### config.mk
export PLATFORM = sky130hd
export DESIGN_NAME = uio_bus_arbiter
export DESIGN_NICKNAME = d
export VERILOG_FILES = /design/src/rtl/uio_arb_pkg.sv /design/src/rtl/uio_bus_arbiter_rr_arbiter.sv /design/src/rtl/uio_bus_arbiter.sv
export SDC_FILE = /design/constraint.sdc
export NUM_CORES = 1
export LEC_CHECK = 0
export CAP_MARGIN = 20
export CORE_MARGIN = 3
export CORE_UTILIZATION = 40
export CTS_BUF_LIST = sky130_fd_sc_hd__clkbuf_2
export DETAILED_ROUTE_END_ITERATION = 7
export PLACE_DENSITY = 0.69
export SYNTH_ARGS = -nofsm -noshare
export SYNTH_HDL_FRONTEND = slang
export SYNTH_SLANG_ARGS = --single-unit
export TNS_END_PERCENT = 100
### constraint.sdc
create_clock -name clk_i -period 4.75 [get_ports clk_i]
set_input_delay 0.7125 -clock clk_i [delete_from_list [all_inputs] [get_ports clk_i]]
set_output_delay 0.7125 -clock clk_i [all_outputs]
set_load 0.02 [all_outputs]
### src/rtl/uio_arb_pkg.sv
// Shared types and constants for the uio pad arbiter.
//   state_e       : arbiter FSM states
//   DIR_RD/DIR_WR : bus direction encodings (1 = drive pads)
//   OE_ON/OE_OFF  : the only two values the pad enable ever takes
package uio_arb_pkg;

  typedef enum logic [1:0] {
    IDLE = 2'd0,
    TURN = 2'd1,
    XFER = 2'd2
  } state_e;

  localparam logic       DIR_RD = 1'b0;
  localparam logic       DIR_WR = 1'b1;
  localparam logic [7:0] OE_ON  = 8'hFF;
  localparam logic [7:0] OE_OFF = 8'h00;

endpackage

### src/rtl/uio_bus_arbiter_rr_arbiter.sv
// Combinational round-robin picker.
//   req     : request vector
//   ptr     : highest-priority index this round
//   gnt_oh  : one-hot pick (all zero when no request)
//   gnt_idx : index of the pick (zero when no request)
module rr_arbiter #(
  parameter int N  = 4,
  parameter int IW = 2
) (
  input  logic [N-1:0]  req,
  input  logic [IW-1:0] ptr,
  output logic [N-1:0]  gnt_oh,
  output logic [IW-1:0] gnt_idx
);

  logic          found;
  int            k;
  logic [IW-1:0] kk;

  // Scan from ptr upward with wrap; the first asserted request wins.
  always_comb begin
    gnt_oh  = '0;
    gnt_idx = '0;
    found   = 1'b0;
    k       = 0;
    kk      = '0;
    for (int i = 0; i < N; i++) begin
      k = int'(ptr) + i;
      if (k >= N) k = k - N;
      kk = IW'(k);
      if (!found && req[kk]) begin
        found       = 1'b1;
        gnt_oh[kk]  = 1'b1;
        gnt_idx     = kk;
      end
    end
  end

endmodule

### src/rtl/uio_bus_arbiter.sv
// Shares the bidirectional uio[7:0] pads between NUM_REQ requesters.
// Round-robin grants whole bursts (capped at MAX_BURST beats) and inserts
// TURN_CYC idle cycles with the pads released whenever the bus direction
// changes. Owns the registered uio_out/uio_oe pad drivers.
// Ports:
//   clk_i, rst_i        : clock, synchronous active-high reset
//   req_i/dir_i/last_i  : per-requester beat valid, direction (1=write), last beat
//   wdata_i             : write bytes, requester k at [8k+7:8k]
//   gnt_o               : one-hot grant held for the burst
//   beat_o              : a beat is accepted this cycle
//   rdata_o, rvalid_o   : registered pad sample, valid the cycle after a read beat
//   uio_in_i            : pad input
//   uio_out_o, uio_oe_o : registered pad output and enable
//   busy_o              : FSM not in IDLE
module uio_bus_arbiter
  import uio_arb_pkg::*;
#(
  parameter int NUM_REQ   = 4,
  parameter int MAX_BURST = 8,
  parameter int TURN_CYC  = 1
) (
  input  logic                 clk_i,
  input  logic                 rst_i,
  input  logic [NUM_REQ-1:0]   req_i,
  input  logic [NUM_REQ-1:0]   dir_i,
  input  logic [NUM_REQ-1:0]   last_i,
  input  logic [NUM_REQ*8-1:0] wdata_i,
  output logic [NUM_REQ-1:0]   gnt_o,
  output logic                 beat_o,
  output logic [7:0]           rdata_o,
  output logic                 rvalid_o,
  input  logic [7:0]           uio_in_i,
  output logic [7:0]           uio_out_o,
  output logic [7:0]           uio_oe_o,
  output logic                 busy_o
);

  localparam int IW = $clog2(NUM_REQ);
  localparam int CW = $clog2(MAX_BURST + 1);
  localparam int TW = $clog2(TURN_CYC + 1);

  state_e               state_q, state_d;
  logic [IW-1:0]        ptr_q;
  logic [IW-1:0]        g_q;
  logic                 dir_q;
  logic                 bus_dir_q;
  logic [CW-1:0]        beat_cnt_q;
  logic [TW-1:0]        turn_cnt_q;
  logic [NUM_REQ-1:0]   gnt_q;
  logic [7:0]           rdata_q;
  logic                 rvalid_q;
  logic [7:0]           uio_out_q;
  logic [7:0]           uio_oe_q;

  logic [NUM_REQ-1:0]   pick_oh;
  logic [IW-1:0]        pick_idx;
  logic                 beat;
  logic                 burst_end;
  logic [7:0]           wsel;
  logic [IW-1:0]        ptr_next;

  function automatic logic [CW-1:0] sat_inc(input logic [CW-1:0] c);
    if (c == CW'(MAX_BURST)) return c;
    return c + CW'(1);
  endfunction

  rr_arbiter #(
    .N  (NUM_REQ),
    .IW (IW)
  ) u_rr (
    .req     (req_i),
    .ptr     (ptr_q),
    .gnt_oh  (pick_oh),
    .gnt_idx (pick_idx)
  );

  assign beat     = |(gnt_q & req_i);
  assign ptr_next = (g_q == IW'(NUM_REQ - 1)) ? '0 : g_q + IW'(1);

  always_comb begin
    wsel = '0;
    for (int k = 0; k < NUM_REQ; k++) begin
      if (g_q == IW'(k)) wsel = wdata_i[k*8 +: 8];
    end
  end

  // Next-state: a burst ends on a dropped request, a last beat, or the
  // beat that brings the count to MAX_BURST -- whichever comes first, once.
  always_comb begin
    state_d   = state_q;
    burst_end = 1'b0;
    case (state_q)
      IDLE: begin
        if (|req_i) state_d = (dir_i[pick_idx] != bus_dir_q) ? TURN : XFER;
      end
      TURN: begin
        if (turn_cnt_q == TW'(TURN_CYC - 1)) state_d = XFER;
      end
      XFER: begin
        if (!req_i[g_q] || last_i[g_q] || (sat_inc(beat_cnt_q) == CW'(MAX_BURST))) begin
          burst_end = 1'b1;
          state_d   = IDLE;
        end
      end
      default: state_d = IDLE;
    endcase
  end

  always_ff @(posedge clk_i) begin
    if (rst_i) begin
      state_q    <= IDLE;
      ptr_q      <= '0;
      g_q        <= '0;
      dir_q      <= DIR_RD;
      bus_dir_q  <= DIR_RD;
      beat_cnt_q <= '0;
      turn_cnt_q <= '0;
      gnt_q      <= '0;
      rdata_q    <= '0;
      rvalid_q   <= 1'b0;
      uio_out_q  <= '0;
      uio_oe_q   <= OE_OFF;
    end else begin
      state_q <= state_d;
      case (state_q)
        IDLE: begin
          if (|req_i) begin
            g_q        <= pick_idx;
            dir_q      <= dir_i[pick_idx];
            turn_cnt_q <= '0;
            beat_cnt_q <= '0;
            if (state_d == XFER) gnt_q <= pick_oh;
          end
        end
        TURN: begin
          turn_cnt_q <= turn_cnt_q + TW'(1);
          if (state_d == XFER) begin
            bus_dir_q <= dir_q;
            gnt_q     <= NUM_REQ'(1) << g_q;
          end
        end
        XFER: begin
          if (beat) beat_cnt_q <= sat_inc(beat_cnt_q);
          if (burst_end) begin
            gnt_q <= '0;
            ptr_q <= ptr_next;
          end
        end
        default: gnt_q <= '0;
      endcase

      // Pad stage: beat data lands on the pads/read register one cycle later.
      rvalid_q <= beat && (bus_dir_q == DIR_RD);
      if (beat && (bus_dir_q == DIR_RD)) rdata_q <= uio_in_i;
      if (beat && (bus_dir_q == DIR_WR)) begin
        uio_out_q <= wsel;
        uio_oe_q  <= OE_ON;
      end else begin
        uio_oe_q  <= OE_OFF;
      end
    end
  end

  assign gnt_o     = gnt_q;
  assign beat_o    = beat;
  assign rdata_o   = rdata_q;
  assign rvalid_o  = rvalid_q;
  assign uio_out_o = uio_out_q;
  assign uio_oe_o  = uio_oe_q;
  assign busy_o    = (state_q != IDLE);

endmodule

==> results of run 1 <==
-- registers in the layout (all words and copies together), names as in the netlist --
register    count
beat_cnt_q      4
bus_dir_q       1
dir_q           1
g_q             2
gnt_o           4
ptr_q           2
rdata_o         8
rvalid_o        1
state_q         2
turn_cnt_q      1
uio_oe_o        1
uio_out_o       8
-- synth_stat cells, drive strengths merged (3+ instances only) --
cell / instances / share of area
mux4: 4 / 0.036
a211oi: 3 / 0.016
and2: 3 / 0.0085
a211o: 3 / 0.011
nor2: 48 / 0.072
inv: 12 / 0.018
clkbuf: 12 / 0.018
a21oi: 23 / 0.046
o211ai: 8 / 0.024
nand2: 35 / 0.053
nand3: 6 / 0.012
o21ai: 18 / 0.036
o221ai: 7 / 0.025
a22oi: 13 / 0.039
nand2b: 3 / 0.0075
nor2b: 3 / 0.0075
buf: 14 / 0.042
ha: 14 / 0.070
mux2i: 18 / 0.072
nor3: 6 / 0.017
dfxtp: 35 / 0.28
-- power by group through the flow --
stage	combinational, µW	sequential [µW]	clock [µW]
after detailed placement	948	422	0
after floorplan	651	459	0
final	949	416	136
after global placement	939	423	0
after global routing	1050	427	154
after CTS	952	416	142
-- kinds of logic (layout without fill, tap and decap cells) --
kind of cell | Yosys count | count (layout) | share of synthesized area
AOI/OAI and AO/OA | 90 | 90 | 0.252
xor gates and xnor gates | 1 | 1 | 0.00351
adders and majority gates | 14 | 14 | 0.0702
buffers and inverters | 38 | 107 | 0.0782
DFF | 35 | 35 | 0.281
muxes | 24 | 24 | 0.117
and+or+nand+nor | 111 | 111 | 0.198
-- worst max-delay path by stage --
stage	startpoint	endpoint	slack [ns]
after global routing	ptr_q[0]	gnt_o[2]	1.00
after global placement	req_i[3]	gnt_o[3]	1.35
after detailed placement	req_i[3]	gnt_o[1]	1.30
final	ptr_q[0]	gnt_o[2]	1.23
after CTS	ptr_q[0]	gnt_o[3]	1.24
after floorplan	ptr_q[0]	gnt_o[0]	1.46
-- metal layers --
layer / part of all wire / wire (µm)
met1: 0.46 / 3080
met2: 0.49 / 3280
met3: 0.046 / 310
met4: 0.0063 / 42
met5: 0 / 0
-- area by class of cell --
| type | instances | area, µm² | share of cell area |
|---|---|---|---|
| Sequential cell | 35 | 701 | 0.209 |
| Clock buffer | 5 | 25.0 | 0.00748 |
| Multi-Input combinational cell | 240 | 1600 | 0.478 |
| Timing Repair Buffer | 87 | 867 | 0.259 |
| Clock inverter | 3 | 15.0 | 0.00449 |
| Inverter | 12 | 45.0 | 0.0135 |
| Tap cell | 75 | 93.8 | 0.0280 |
-- worst max-delay path: cells and delay by family, from the launching register on --
kind | cells | cell delay, ns
AO/OA/AOI/OAI | 4 | 1.16
adder cells (fa/ha/maj) | 1 | 0.52
buffers and inverters | 2 | 0.48
flip-flops | 1 | 0.35
multiplexers | 2 | 0.78
AND/OR/NAND/NOR | 1 | 0.10
-- through the flow --
step	cells	utilization	hold slack [ns]	setup slack [ns]
after global routing	457	0.558	0.536	1.00
after detailed placement	447	0.549	0.481	1.30
after CTS	455	0.555	0.513	1.24
after global placement	447	0.549	0.475	1.35
final	457	0.558	0.515	1.23
after floorplan	313	-	0.455	1.46
==> impl_metrics.csv, run 1 <==
group,metric,value,unit
setup_path,worst_path_max_delay_cell,"mux4_2",
layout,antenna-diode-count,0,
power,internal-power,818,µW
layout,postLayoutCellArea,3350,µm²
grt,grt_max_degree,30,
grt,grt_antenna_before_repair,0,
route,via_count,2453,
power,ir_drop_worst_vdd,0.334,mV
cts,post_cts_buffers,0,
setup_path,series_of_cell_instances_along_the_critical_path,"buf_4 -> inv_1 -> ha_1 -> mux4_2 -> o21a_1 -> o221a_1 -> a211o_1 -> a211oi_4 -> nor3_4 -> mux2i_1",
grt,grt-ovfl-total,0,
cts,cts_sinks,35,
grt,busiest_layer,"met2",
layout,nets,449,
grt,grt_util_met3,0.0282,
place,dpl_cell_area,3290,µm²
power,power_switching,684,µW
timing,finalSetupViolations,0,
floorplan,floorplan.die.width,85.0,µm
cts,worstSkewPairLatency,0.38,ns
power,part_of_the_power_in_registers,0.277,
power,power,1500,µW
logic_synthesis,per_instance_average_area_after_synthesis,7.97,µm²
floorplan,initial_core_util,0.416,
setup_path,timing.reg2reg.worst_path_depth,10,
grt,first_global_vias,2132,
timing,rsz0062_at_grt,"no",
timing,relSlewSlack,0.314,
layout,layout.filler_cells,613,
hold_path,whs_path_depth,2,
floorplan,boundaryPins,85,
place,number_of_buffer_cells_added_on_primary_ports,84,
layout,mostFrequentLayoutCells,"84 x clkdlybuf4s50_1, 48 x nor2_1, 35 x nand2_1, 35 x dfxtp_1, 23 x a21oi_1",
route,drt_iter0_drc,128,
setup_path,crit_arrival,3.77,ns
route,detail_route.wirelength,6710,µm
cts,htreeDepth,2,
run,max-cap-violations,0,
setup_path,reg2reg_to,"gnt_o[2]",
outcome,result_of_the_run,"completed",
grt,grtUsageTotal,0.176,
logic_synthesis,synth-seq-area-share,0.281,
cts,postCtsResizedCells,0,
setup_path,timing.critical_path.to_type,"flop",
timing,post-route-min-period,3.52,ns
cts,cts_hold_repair.buffers,0,
layout,area_growth,34.1,%
floorplan,core_area,5990,µm²
setup_path,worst_ep_required_time,5.01,ns
timing,drv_slew,0,
logic_synthesis,syn_area,2490,µm²
timing,totalNegativeSetupSlack,0,ns
power,power_per_cell_area,449,nW/µm²
power,pwr-share-comb,0.632,
floorplan,die-height,85.0,µm
hold_path,holdCritPathClass,"reg2reg",
timing,clock_skew,0.0250,ns
route,dr.pass1.iters,4,
logic_synthesis,ys_dominant_reg_cell,"dfxtp_1",
logic_synthesis,post_synth_inst_count,313,
setup_path,path_max_fanout,22,
hold_path,hold-path-endpoint,"gnt_o[3]",
timing,final-hold-violation-count,0,
logic_synthesis,postSynthNetCount,381,
floorplan,die_area,7220,µm²
cts,ctsRootBufferMaster,"clkbuf_2",
power,power.switching_fraction,0.455,
logic_synthesis,flip_flop_and_latch_count_after_synthesis,35,
logic_synthesis,synth-edff-count,0,
layout,final_common_cell,"clkdlybuf4s50_1",
logic_synthesis,synth-warning-count,0,
cts,tritoncts.num_buffers,5,
setup_path,ff_to_ff_setup_slack,1.23,ns
hold_path,hold_start,"gnt_o[3]",
logic_synthesis,ys_types,50,
cts,clock_tree_from_tritoncts,"yes",
route,wl_per_cell,14.7,µm
setup_path,worst_path_largest_cell_delay,0.65,ns
power,cellLeakagePower,0.00126,µW
logic_synthesis,async_flop_share,0,
route,drc_errors,0,
grt,met2_usage,0.286,
place,place.gp.congestion,0.873,
route,final_antenna_violating_net_count,0,
route,via_to_cell_ratio,5.37,
setup_path,critPathKind,"reg2reg",
cts,cts_buffer_depth,2,
power,power.share.clock,0.091,
cts,clkSlewWorstSetupHoldPaths,0.19,ns
grt,first_pass_grt_wire_length,10500,µm
grt,grt.met1_usage,0.249,
layout,final_layout_size_suffix_gt1_frac,0.0628,
setup_path,worstSetupStartpointType,"flop",
setup_path,timing.rr.start,"ptr_q[0]",
place,detailed_place_hpwl,5120,µm
timing,timing.final.crit_share,0.740,
timing,tightestPinTransition,1.03,ns
timing,maxClockFrequency,284,MHz
floorplan,number_of_cell_rows,28,
(Power assumes the default switching activity.)
==> run 2, diff against run 1 <==
--- a/config.mk
+++ b/config.mk
@@ -10,7 +10,7 @@
 export CORE_UTILIZATION = 40
 export CTS_BUF_LIST = sky130_fd_sc_hd__clkbuf_2
 export DETAILED_ROUTE_END_ITERATION = 7
-export PLACE_DENSITY = 0.69
+export PLACE_DENSITY = 0.72
 export SYNTH_ARGS = -nofsm -noshare
 export SYNTH_HDL_FRONTEND = slang
 export SYNTH_SLANG_ARGS = --single-unit
==> constraint.sdc (replaced) <==
create_clock -name clk_i -period 3.1 [get_ports clk_i]
set_input_delay 0.465 -clock clk_i [delete_from_list [all_inputs] [get_ports clk_i]]
set_output_delay 0.465 -clock clk_i [all_outputs]
set_load 0.02 [all_outputs]
==> run 2 against run 1 <==
Against the previous run: setup slack worse by 1.1 ns; clock power increased by 120%; non-clock buffer count up 12; sequential share of layout area is 0.67 points lower; register-to-register slack lost 1.1 ns; clock-buffer cell count unchanged; combinational power is 61% higher; largest power group unchanged; clock skew fell by 0.0063 ns; die area unchanged.
==> impl_metrics.csv, run 2 (synthesis gave the netlist of run 1 again) <==
group,metric,value,unit
floorplan,floorplan.die.width,85.0,µm
route,detail_route.wirelength,6920,µm
grt,first_global_vias,2331,
cts,htreeDepth,2,
setup_path,reg2reg_to,"gnt_o[1]",
route,final_antenna_violating_net_count,0,
place,place.gp.congestion,0.882,
power,part_of_the_power_in_registers,0.259,
setup_path,worst_path_largest_cell_delay,0.58,ns
power,internal-power,1380,µW
route,wl_per_cell,14.8,µm
timing,totalNegativeSetupSlack,0,ns
route,via_to_cell_ratio,5.35,
timing,tightestPinTransition,1.02,ns
setup_path,timing.rr.start,"ptr_q[1]",
cts,postCtsResizedCells,0,
floorplan,boundaryPins,85,
setup_path,series_of_cell_instances_along_the_critical_path,"inv_1 -> ha_1 -> mux4_2 -> o21ai_1 -> o221ai_1 -> and3_1 -> nor4_2 -> nor3_4 -> mux2i_1",
setup_path,worst_ep_required_time,3.39,ns
setup_path,path_buf_inv,1,
power,ir_drop_worst_vdd,0.552,mV
hold_path,holdCritPathClass,"reg2reg",
hold_path,whs_path_depth,2,
grt,grtUsageTotal,0.192,
layout,mostFrequentLayoutCells,"84 x clkdlybuf4s50_1, 48 x nor2_1, 35 x nand2_1",
cts,clkSlewWorstSetupHoldPaths,0.18,ns
setup_path,timing.critical_path.to_type,"flop",
setup_path,path_max_fanout,5,
cts,ctsRootBufferMaster,"clkbuf_2",
power,cellLeakagePower,0.00133,µW
layout,nets,461,
grt,grt-ovfl-total,0,
power,power.share.clock,0.120,
hold_path,hold_start,"gnt_o[3]",
power,power.switching_fraction,0.441,
cts,clock_tree_from_tritoncts,"yes",
route,drc_errors,0,
timing,timing.final.crit_share,0.947,
timing,clock_skew,0.0187,ns
timing,whs,0.513,ns
setup_path,critPathKind,"reg2reg",
layout,final_common_cell,"clkdlybuf4s50_1",
floorplan,die-height,85.0,µm
grt,grt_antenna_before_repair,0,
timing,maxClockFrequency,341,MHz
place,detailed_place_hpwl,5340,µm
power,pwr-share-comb,0.621,
place,number_of_buffer_cells_added_on_primary_ports,84,
floorplan,initial_core_util,0.416,
grt,grt_max_degree,26,
layout,final_layout_size_suffix_gt1_frac,0.0964,
route,via_count,2510,
cts,cts_sinks,35,
setup_path,crit_arrival,3.23,ns
cts,cts_hold_repair.buffers,0,
cts,tritoncts.num_buffers,5,
timing,finalSetupViolations,0,
cts,worstSkewPairLatency,0.39,ns
hold_path,hold-path-endpoint,"gnt_o[3]",
layout,antenna-diode-count,0,
setup_path,worst_path_max_delay_cell,"mux4_2",
layout,area_growth,38.8,%
timing,drv_slew,0,
cts,cts_buffer_depth,2,
floorplan,die_area,7220,µm²
setup_path,worstSetupStartpointType,"flop",
cts,post_cts_buffers,0,
outcome,result_of_the_run,"completed",
setup_path,ff_to_ff_setup_slack,0.16,ns
timing,final-hold-violation-count,0,
route,drt_iter0_drc,141,
timing,relSlewSlack,0.320,
route,dr.pass1.iters,5,
floorplan,number_of_cell_rows,28,
setup_path,timing.reg2reg.worst_path_depth,9,
setup_path,critical_path.top_delay_family,"simple AND/OR/NAND/NOR gates",
grt,first_pass_grt_wire_length,11400,µm
power,power_switching,1090,µW
run,max-cap-violations,0,
power,power_per_cell_area,713,nW/µm²
timing,post-route-min-period,2.94,ns
floorplan,core_area,5990,µm²
timing,rsz0062_at_grt,"no",
## run 2: how the worst max path moves through the flow
| stage | startpoint | endpoint | slack, ns | depth (start not counted) |
|---|---|---|---|---|
| after global routing | ptr_q[1] | gnt_o[1] | 0.05 | 9 |
| after floorplan | ptr_q[0] | gnt_o[0] | 0.01 | 12 |
| after global placement | req_i[1] | gnt_o[3] | 0.07 | 9 |
| final | ptr_q[1] | gnt_o[1] | 0.16 | 9 |
| after CTS | ptr_q[1] | gnt_o[1] | 0.21 | 9 |
| after detailed placement | req_i[1] | gnt_o[3] | -0.02 | 9 |
## run 2: area by class of cell
class / instances / area, µm²
fillers: 554 / 2530
multi-input cells: 240 / 1600
repair buffers: 99 / 953
flip-flops and latches: 35 / 702
well taps: 75 / 93.8
inverters: 12 / 45.0
clock inverters: 3 / 43.8
clock buffers: 5 / 25.0
## run 2: power by group through the flow
stage | registers (µW) | clock network (µW) | logic (µW)
2_1_floorplan | 704 | 0 | 1000
3_3_place_gp | 646 | 0 | 1500
3_5_place_dp | 646 | 0 | 1520
4_1_cts | 639 | 306 | 1530
5_1_grt | 658 | 325 | 1680
6_report | 639 | 297 | 1530
## run 2: per-layer routing
layer / up-vias / global-route usage / share of wire / routed length [µm]
met1: 1137 / 0.280 / 0.46 / 3190
met3: 7 / 0.0330 / 0.053 / 365
met2: 93 / 0.293 / 0.48 / 3300
met5: - / 0 / 0 / 0
met4: 0 / 0.0475 / 0.0088 / 61
li1: 1273 / - / - / -
## run 2: tightest hold or removal path, cell delays in order, from the launching register on
cell	delay [ns]
dfxtp_1	0.37
nand2_1	0.06
mux2i_1	0.06
## run 2: through the flow
stage	cells	worst slack [ns]	cell area, µm²	utilization	power, µW
6_report	469	0.163	3460	0.578	2470
5_1_grt	469	0.0469	3460	0.578	2670
4_1_cts	468	0.210	3450	0.577	2470
3_5_place_dp	460	-0.0176	3390	0.565	2160
3_3_place_gp	460	0.0676	3390	0.565	2140
2_1_floorplan	313	0.0120	2500	-	1710
==> run 3, diff against run 2 <==
--- a/config.mk
+++ b/config.mk
@@ -11,6 +11,7 @@
 export CTS_BUF_LIST = sky130_fd_sc_hd__clkbuf_2
 export DETAILED_ROUTE_END_ITERATION = 7
 export PLACE_DENSITY = 0.72
+export SLEW_MARGIN = 25
 export SYNTH_ARGS = -nofsm -noshare
 export SYNTH_HDL_FRONTEND = slang
 export SYNTH_SLANG_ARGS = --single-unit
==> run 3 against run 2 <==
Against the previous run: combinational power about the same; global-route usage unchanged; clock power about the same; fmax increased by 0.52%; non-clock buffer count decreased by 1; clock-buffer cell count unchanged; total power about the same; critical path depth increased by 2; wire length about the same.
==> impl_metrics.csv, run 3 (synthesis gave the netlist of run 1 again) <==
group,metric,value,unit
route,drc_errors,0,
hold_path,hold_start,"gnt_o[3]",
grt,grt-ovfl-total,0,
route,via_count,2504,
setup_path,reg2reg_to,"gnt_o[1]",
floorplan,initial_core_util,0.416,
layout,finalCoreUtilization,0.578,
outcome,result_of_the_run,"completed",
timing,relSlewSlack,0.531,
setup_path,path_max_fanout,5,
power,power.switching_fraction,0.442,
run,max-cap-violations,0,
timing,maxClockFrequency,342,MHz
power,ir_drop_worst_vdd,0.553,mV
setup_path,worst_ep_required_time,3.39,ns
floorplan,floorplan.die.width,85.0,µm
timing,post-route-worst-setup-slack,0.179,ns
place,dp_slack,-0.0176,ns
floorplan,number_of_cell_rows,28,
cts,tritoncts.num_buffers,5,
cts,post_cts_buffers,0,
power,pwr-share-comb,0.621,
timing,final-hold-violation-count,0,
cts,clkSlewWorstSetupHoldPaths,0.18,ns
layout,postLayoutCellArea,3460,µm²
timing,rsz0062_at_grt,"no",
floorplan,die_area,7220,µm²
timing,timing.final.crit_share,0.942,
layout,area_growth,38.8,%
timing,post-route-min-period,2.92,ns
route,dr.pass1.iters,5,
setup_path,timing.critical_path.to_type,"flop",
setup_path,crit_arrival,3.21,ns
power,internal-power,1380,µW
place,number_of_buffer_cells_added_on_primary_ports,84,
power,power_per_cell_area,714,nW/µm²
route,via_to_cell_ratio,5.35,
floorplan,boundaryPins,85,
layout,final_common_cell,"clkdlybuf4s50_1",
cts,cts_buffer_depth,2,
timing,tightestPinTransition,0.703,ns
layout,antenna-diode-count,0,
route,detail_route.wirelength,6920,µm
cts,htreeDepth,2,
cts,cts_sinks,35,
timing,clock_skew,0.0194,ns
grt,first_global_vias,2331,
timing,finalSetupViolations,0,
power,power.share.clock,0.121,
layout,final_layout_size_suffix_gt1_frac,0.0992,
timing,drv_slew,0,
power,part_of_the_power_in_registers,0.259,
setup_path,critPathKind,"reg2reg",
hold_path,hold-path-endpoint,"gnt_o[3]",
setup_path,timing.reg2reg.worst_path_depth,11,
cts,clock_tree_from_tritoncts,"yes",
route,drt_iter0_drc,156,
cts,ctsRootBufferMaster,"clkbuf_2",
route,wl_per_cell,14.8,µm
power,power_switching,1090,µW
layout,nets,460,
cts,postCtsResizedCells,0,
place,dpl_cell_area,3390,µm²
route,final_antenna_violating_net_count,0,
floorplan,die-height,85.0,µm
grt,grt_antenna_before_repair,0,
setup_path,ff_to_ff_setup_slack,0.18,ns
power,cellLeakagePower,0.00132,µW
place,detailed_place_hpwl,5340,µm
hold_path,whs_path_depth,2,
cts,worstSkewPairLatency,0.39,ns
place,place.gp.congestion,0.882,
cts,cts_hold_repair.buffers,0,
layout,mostFrequentLayoutCells,"84 x clkdlybuf4s50_1, 48 x nor2_1, 35 x nand2_1",
floorplan,core_area,5990,µm²
setup_path,timing.rr.start,"ptr_q[1]",
hold_path,holdCritPathClass,"reg2reg",
grt,first_pass_grt_wire_length,11400,µm
grt,grt_max_degree,26,
setup_path,worstSetupStartpointType,"flop",
grt,grtUsageTotal,0.192,
## run 3: metrics by stage
| step | total power [µW] | cells | TNS, ns | hold slack (ns) |
|---|---|---|---|---|
| final | 2470 | 468 | 0 | 0.516 |
| after global routing | 2670 | 468 | 0 | 0.553 |
| after CTS | 2470 | 468 | 0 | 0.511 |
| after detailed placement | 2160 | 460 | -0.0586 | 0.482 |
| after global placement | 2140 | 460 | 0 | 0.476 |
| after floorplan | 1710 | 313 | 0 | 0.455 |
## run 3: final cells by class
cell class	count	area, µm²
clock inverter	3	43.8
tap	75	93.8
multi-input combinational	240	1610
clock buffer	5	25.0
sequential	35	702
fill	554	2530
inverter	12	45.0
timing repair buffer	98	946
## run 3: metal layers
layer | share of wire | GRT usage | vias up
met5 | 0 | 0 | -
met4 | 0.0088 | 0.0475 | 0
met3 | 0.048 | 0.0330 | 7
met2 | 0.48 | 0.293 | 81
met1 | 0.46 | 0.280 | 1145
li1 | - | - | 1271
## run 3: critical path, stage by stage, from the launching register on
cell      delay (ns)
dfxtp_1         0.40
inv_1           0.11
ha_1            0.39
buf_4           0.18
mux4_2          0.27
nor2b_1         0.16
o21a_1          0.22
o22a_1          0.22
a211o_1         0.35
a211oi_4        0.28
nor3_4          0.11
mux2i_1         0.14
## run 3: how the worst max path moves through the flow
| stage | from | end |
|---|---|---|
| after floorplan | ptr_q[0] | gnt_o[0] |
| after global placement | req_i[1] | gnt_o[3] |
| after detailed placement | req_i[1] | gnt_o[3] |
| after CTS | ptr_q[1] | gnt_o[1] |
| after global routing | ptr_q[1] | gnt_o[1] |
| final | ptr_q[1] | gnt_o[1] |
## run 3: power groups by stage
| stage | logic (µW) | registers (µW) | clock network [µW] |
|---|---|---|---|
| 3_3_place_gp | 1500 | 646 | 0 |
| 2_1_floorplan | 1000 | 704 | 0 |
| 4_1_cts | 1530 | 639 | 306 |
| 6_report | 1530 | 639 | 298 |
| 3_5_place_dp | 1520 | 646 | 0 |
| 5_1_grt | 1690 | 658 | 325 |
